`src/rtl/instr_fetch_pkg.sv`:
```
// Shared definitions for the fetch stage: state encoding, opcode encoding and helpers.
package instr_fetch_pkg;

    localparam int unsigned INSTR_W = 8;
    localparam int unsigned QDEPTH  = 2;

    typedef enum logic [1:0] {
        IDLE,
        FETCH,
        HALTED
    } fetch_state_t;

    typedef enum logic [INSTR_W-1:0] {
        HALT = 8'b0111_1000
    } op_code_t;

    function automatic logic is_halt(input logic [INSTR_W-1:0] op);
        return op == HALT;
    endfunction

endpackage

```
`src/rtl/instr_fetch_queue.sv`:
```
// Two-entry instruction/PC FIFO with a registered head; flush beats push.
module instr_fetch_queue
    import instr_fetch_pkg::*;
#(
    parameter int unsigned PC_W = 10
) (
    input  logic               clk,
    input  logic               rst_n,
    input  logic               push,
    input  logic [INSTR_W-1:0] push_instr,
    input  logic [PC_W-1:0]    push_pc,
    input  logic               pop,
    input  logic               flush,
    output logic [1:0]         count,
    output logic [INSTR_W-1:0] head_instr,
    output logic [PC_W-1:0]    head_pc
);

    typedef struct packed {
        logic [INSTR_W-1:0] instr;
        logic [PC_W-1:0]    pc;
    } q_entry_t;

    q_entry_t head_q;
    q_entry_t tail_q;
    q_entry_t din;
    logic     pop_ok;

    assign din        = '{instr: push_instr, pc: push_pc};
    assign pop_ok     = pop && (count != 2'd0);
    assign head_instr = head_q.instr;
    assign head_pc    = head_q.pc;

    // Entry 0 is always the head, so the outputs come straight from a register.
    always_ff @(posedge clk or negedge rst_n) begin
        if (!rst_n) begin
            count  <= 2'd0;
            head_q <= '0;
            tail_q <= '0;
        end else if (flush) begin
            count <= 2'd0;
        end else begin
            unique case ({push, pop_ok})
                2'b10: begin
                    if (count == 2'd0) begin
                        head_q <= din;
                        count  <= 2'd1;
                    end else if (count == 2'd1) begin
                        tail_q <= din;
                        count  <= 2'd2;
                    end
                end
                2'b01: begin
                    head_q <= tail_q;
                    count  <= count - 2'd1;
                end
                2'b11: begin
                    if (count == 2'd1) begin
                        head_q <= din;
                    end else begin
                        head_q <= tail_q;
                        tail_q <= din;
                    end
                end
                default: ;
            endcase
        end
    end

endmodule

```
`src/rtl/instr_fetch.sv`:
```
// Fetch stage: owns the PC, reads the instruction ROM under a two-credit window and
// presents bytes to decode; handles branch redirects and stops on HALT.
module instr_fetch
    import instr_fetch_pkg::*;
#(
    parameter int unsigned PC_W       = 10,
    parameter int unsigned START_ADDR = 0
) (
    input  logic               clk,
    input  logic               rst_n,
    input  logic               start,
    output logic               imem_rd,
    output logic [PC_W-1:0]    imem_addr,
    input  logic [INSTR_W-1:0] imem_data,
    output logic [INSTR_W-1:0] instr,
    output logic [PC_W-1:0]    instr_pc,
    output logic               instr_valid,
    input  logic               instr_ready,
    input  logic               br_taken,
    input  logic [PC_W-1:0]    br_target,
    output logic               busy,
    output logic               halted
);

    localparam logic [PC_W-1:0] START_PC = PC_W'(START_ADDR);

    fetch_state_t    state;
    logic [PC_W-1:0] pc;
    logic [PC_W-1:0] inflight_pc;
    logic            inflight;
    logic [1:0]      q_count;
    logic [1:0]      occupancy;
    logic            in_fetch;
    logic            pop;
    logic            redirect;
    logic            halt_pop;
    logic            kill;
    logic            issue;
    logic            push;

    assign in_fetch    = (state == FETCH);
    assign instr_valid = (q_count != 2'd0);
    assign pop         = in_fetch && instr_valid && instr_ready;
    assign redirect    = in_fetch && br_taken;
    assign halt_pop    = pop && is_halt(instr) && !br_taken;
    assign kill        = redirect || halt_pop;

    // Credits cover both buffered bytes and the read whose data lands this cycle.
    assign occupancy = q_count + {1'b0, inflight};
    assign issue     = in_fetch && !kill &&
                       ((occupancy < 2'd2) || ((occupancy == 2'd2) && pop));
    assign push      = inflight && !kill;

    assign imem_rd   = issue;
    assign imem_addr = pc;
    assign busy      = in_fetch;
    assign halted    = (state == HALTED);

    instr_fetch_queue #(
        .PC_W(PC_W)
    ) u_queue (
        .clk        (clk),
        .rst_n      (rst_n),
        .push       (push),
        .push_instr (imem_data),
        .push_pc    (inflight_pc),
        .pop        (pop),
        .flush      (kill),
        .count      (q_count),
        .head_instr (instr),
        .head_pc    (instr_pc)
    );

    always_ff @(posedge clk or negedge rst_n) begin
        if (!rst_n) begin
            state       <= IDLE;
            pc          <= START_PC;
            inflight    <= 1'b0;
            inflight_pc <= '0;
        end else begin
            inflight <= issue;
            if (issue) begin
                inflight_pc <= pc;
            end
            unique case (state)
                IDLE, HALTED: begin
                    if (start) begin
                        state <= FETCH;
                        pc    <= START_PC;
                    end
                end
                FETCH: begin
                    if (redirect) begin
                        pc <= br_target;
                    end else if (halt_pop) begin
                        state <= HALTED;
                    end else if (issue) begin
                        pc <= pc + PC_W'(1);
                    end
                end
                default: state <= IDLE;
            endcase
        end
    end

endmodule

```
`config.mk`:
```
export PLATFORM = sky130hd
export DESIGN_NAME = instr_fetch
export DESIGN_NICKNAME = d
export VERILOG_FILES = /design/src/rtl/instr_fetch_pkg.sv /design/src/rtl/instr_fetch_queue.sv /design/src/rtl/instr_fetch.sv
export SDC_FILE = /design/constraint.sdc
export NUM_CORES = 1
export LEC_CHECK = 0
export BUFFER_PORTS_ARGS = -buffer_cell sky130_fd_sc_hd__buf_4
export CELL_PAD_IN_SITES_DETAIL_PLACEMENT = 1
export CELL_PAD_IN_SITES_GLOBAL_PLACEMENT = 1
export CORE_UTILIZATION = 44
export DETAILED_ROUTE_END_ITERATION = 10
export PLACE_DENSITY = 0.77
export SETUP_SLACK_MARGIN = 0.15
export SLEW_MARGIN = 20
export SYNTH_ARGS = -nofsm -noshare
export SYNTH_HDL_FRONTEND = slang
export SYNTH_SLANG_ARGS = --single-unit
```
`constraint.sdc`:
```
create_clock -name clk -period 3.1 [get_ports clk]
set_input_delay 0.775 -clock clk [delete_from_list [all_inputs] [get_ports clk]]
set_output_delay 0.775 -clock clk [all_outputs]
set_load 0.01 [all_outputs]
```
==> run summary <==
critical setup path kind: reg2out
Syn Nets: 304
gr ovfl total: 0
fin. max-slew vios: 0
Die W: 85.74 um
Final min period: 2.837 ns
CP startpoint kind: flip-flop
Critical Path End Type: output pin
max_cap viols: 0
IR drop worst, VDD: 395.5 uV
Power Dens Cells: 997.4 nW/um^2
Antenna diodes: 0
Max Freq: 0.3524 GHz
area grow syn2layout: 24.05%
TritonCTS Buffers: 9
Worst Path Required: 2.32 ns
final setup fails: 0
largest net degree at the start of global routing: 62
I/O Pins: 55
Synth Instances: 277
root buf cell: clkbuf_8
CP arrival: 2.06 ns
dpl hpwl: 5174 um
busiest grt layer: met2
Overall Global Routing Usage: 22.87%
Worst Reg-to-Reg Cells: 9
Routed Antenna Nets: 0
headroom to the max-slew limit: 46.85%
die area: 7351 um^2
Fin Setup TNS: 0 ns
RSZ-0062 raised after global routing: no
Avg Cell Area, Syn: 11.14 um^2
Worst-Margin Slew: 0.7972 ns
Global Route met3 Usage: 4.139%
sequential cell area fraction in the yosys report: 49.47%
met2 Use GR: 36.07%
DR vias: 2382
chip height: 85.74 um
Max clock buf depth: 2
CTS sink cnt: 61
Fill cells: 733
final hold vios: 0
Seq cells post-synth: 61
clock-pin slew on the worst setup and hold paths: 0.08 ns
yosys warns: 0
synthesized area: 3085 um^2
Placer Congestion: 0.8358
CTS tree: yes
GR Layer Usage met1: 31.88%
Main synth FF type: dfrtp_1
LEAKAGE: 1.747 nW
port bufs: 54
starting density of the core: 45.41%
initial DRC count: 97
# rows: 30
Hold Crit Class: reg2reg
outcome: finished clean
H-tree depth: 3
Routed WL: 7733 um
skew final: 0.009858 ns
EDFF count, synth: 0
Tcrit/Tclk final: 91.53%
initial antenna violation count: 0
DR WL/cell: 17.62 um
post-route cell area: 3827 um^2
dpl cell area: 3601 um^2
Hold Crit Depth: 2
DRC violations left: 0
Vias/cell: 5.426
Yosys cell types: 47
global-route wire length before repair: 12830 um
share of cells above drive strength 1: 34.99%
core area: 6794 um^2
Worst-Skew Late Latency: 0.34 ns
Final #Nets: 365
Pre-antenna DRT Iters: 4
ys async rst share: 100.0%
critical path fanouts, max: 7
vias in the first global route: 2437
## cell usage after synthesis, types with 2 or more instances
cell / count / area share, %
buf_2: 3 / 0.49
a222oi_1: 2 / 0.65
mux2_4: 10 / 4.9
dfrtp_1: 61 / 49
mux2i_1: 14 / 4.5
and2_1: 4 / 0.81
mux2_2: 24 / 8.8
nand3_1: 3 / 0.49
and3_1: 2 / 0.41
nor2b_1: 2 / 0.41
o31ai_1: 6 / 1.5
o211ai_1: 4 / 0.97
xor2_1: 2 / 0.57
o22ai_1: 7 / 1.4
nand4_1: 3 / 0.61
a221oi_1: 2 / 0.57
nand2_1: 27 / 3.3
a21o_1: 2 / 0.49
o21ai_0: 18 / 2.9
nand2b_1: 4 / 0.81
a211oi_1: 3 / 0.73
a21oi_1: 10 / 1.6
clkbuf_1: 8 / 0.97
a31oi_1: 2 / 0.41
ha_1: 4 / 1.6
inv_1: 13 / 1.6
nor3_1: 4 / 0.65
nor2_1: 14 / 1.7
## timing repair
| item | 4_1_cts | 5_1_grt |
|---|---|---|
| endpoints found under the hold margin | 0 | 0 |
| setup buffers | 1 | 2 |
| resized for setup | 1 | 0 |
| pin swaps | 1 | 1 |
| endpoints found under the setup margin | 1 | 1 |
| hold buffers | 0 | 0 |
## placed cells by master (no fill, tap or decap), types with 4 or more instances in the layout
cell type / synthesis / routed
a21oi_1: 10 / 10
and2_1: 4 / 4
buf_4: 0 / 62
clkbuf_8: 0 / 10
dfrtp_1: 61 / 61
ha_1: 4 / 4
inv_1: 13 / 13
mux2_2: 24 / 24
mux2_4: 10 / 10
mux2i_1: 14 / 14
nand2_1: 27 / 27
nand2b_1: 4 / 4
nor2_1: 14 / 14
nor3_1: 4 / 4
o211ai_1: 4 / 4
o21ai_0: 18 / 18
o22ai_1: 7 / 7
o31ai_1: 6 / 6
## final cells by class
class,instances,area (um^2),area share [%]
Clock buffer,10,137.6,3.596
Clock inverter,6,62.56,1.635
Inverter,13,48.80,1.275
Multi-Input combinational cell,190,1446,37.79
Sequential cell,61,1526,39.88
Tap cell,96,120.1,3.138
Timing Repair Buffer,63,485.5,12.68
## power breakdown
| part | switching [mW] | leakage (nW) | internal [mW] | total, mW |
|---|---|---|---|---|
| Clock | 0.336 | 0.0943 | 0.390 | 0.726 |
| Sequential | 0.348 | 0.757 | 1.15 | 1.49 |
| Combinational | 0.782 | 0.896 | 0.816 | 1.60 |
## metal layers
| metal | part of all wire (%) | up-vias | wire length, um |
|---|---|---|---|
| met2 | 48 | 42 | 3707 |
| met1 | 48 | 1213 | 3745 |
| met3 | 2.6 | 7 | 201 |
| met4 | 1.0 | 0 | 80 |
| li1 | - | 1120 | - |
| met5 | 0 | - | 0 |
## state kept, by name, indices dropped and copies added (netlist names)
register            cells
imem_addr              10
inflight                1
u_queue.head_pc        10
u_queue.count           2
u_queue.tail_q         18
u_queue.head_instr      8
inflight_pc            10
state                   2
## kinds of logic (layout without fill, tap and decap cells)
group	Yosys count	after routing	synth area share, %
AO/OA/AOI/OAI	64	64	14.03
flip-flops	61	61	49.47
XOR/XNOR	3	3	0.8517
multiplexers	48	48	18.17
AND/OR/NAND/NOR	71	71	11.96
buffers and inverters	26	92	3.893
adder cells (fa/ha/maj)	4	4	1.622
## metrics by stage
stage          setup WS (ns)  cells  total power [mW]  hold slack (ns)  util, %
2_1_floorplan         0.4801    277             2.412           0.4794        -
3_5_place_dp          0.2713    420             3.073           0.4719    53.00
6_report              0.2626    439             3.817           0.4811    56.34
3_3_place_gp          0.3433    420             2.993           0.4629    53.00
4_1_cts               0.1821    437             3.834           0.4897    56.11
5_1_grt               0.1505    439             4.072           0.5212    56.34
## worst paths after layout
path | startpoint | end | slack (ns)
max | u_queue.count[1] | imem_rd | 0.26
min | u_queue.head_pc[3] | u_queue.head_pc[3] | 0.48
max reg2reg | u_queue.count[1] | u_queue.tail_q[0] | 0.51
min reg2reg | u_queue.head_pc[3] | u_queue.head_pc[3] | 0.48
max in group asynchronous | rst_n | imem_addr[0] | 2.06
min in group asynchronous | rst_n | u_queue.tail_q[11] | 0.50
## critical path, stage by stage, from the launching register on
cell and delay (ns):
dfrtp_1 0.42, inv_1 0.08, ha_1 0.28, and4bb_4 0.40, nand4_1 0.14, and3_1 0.25
buf_4 0.15
Note: power is estimated with default switching activity, not from simulation.
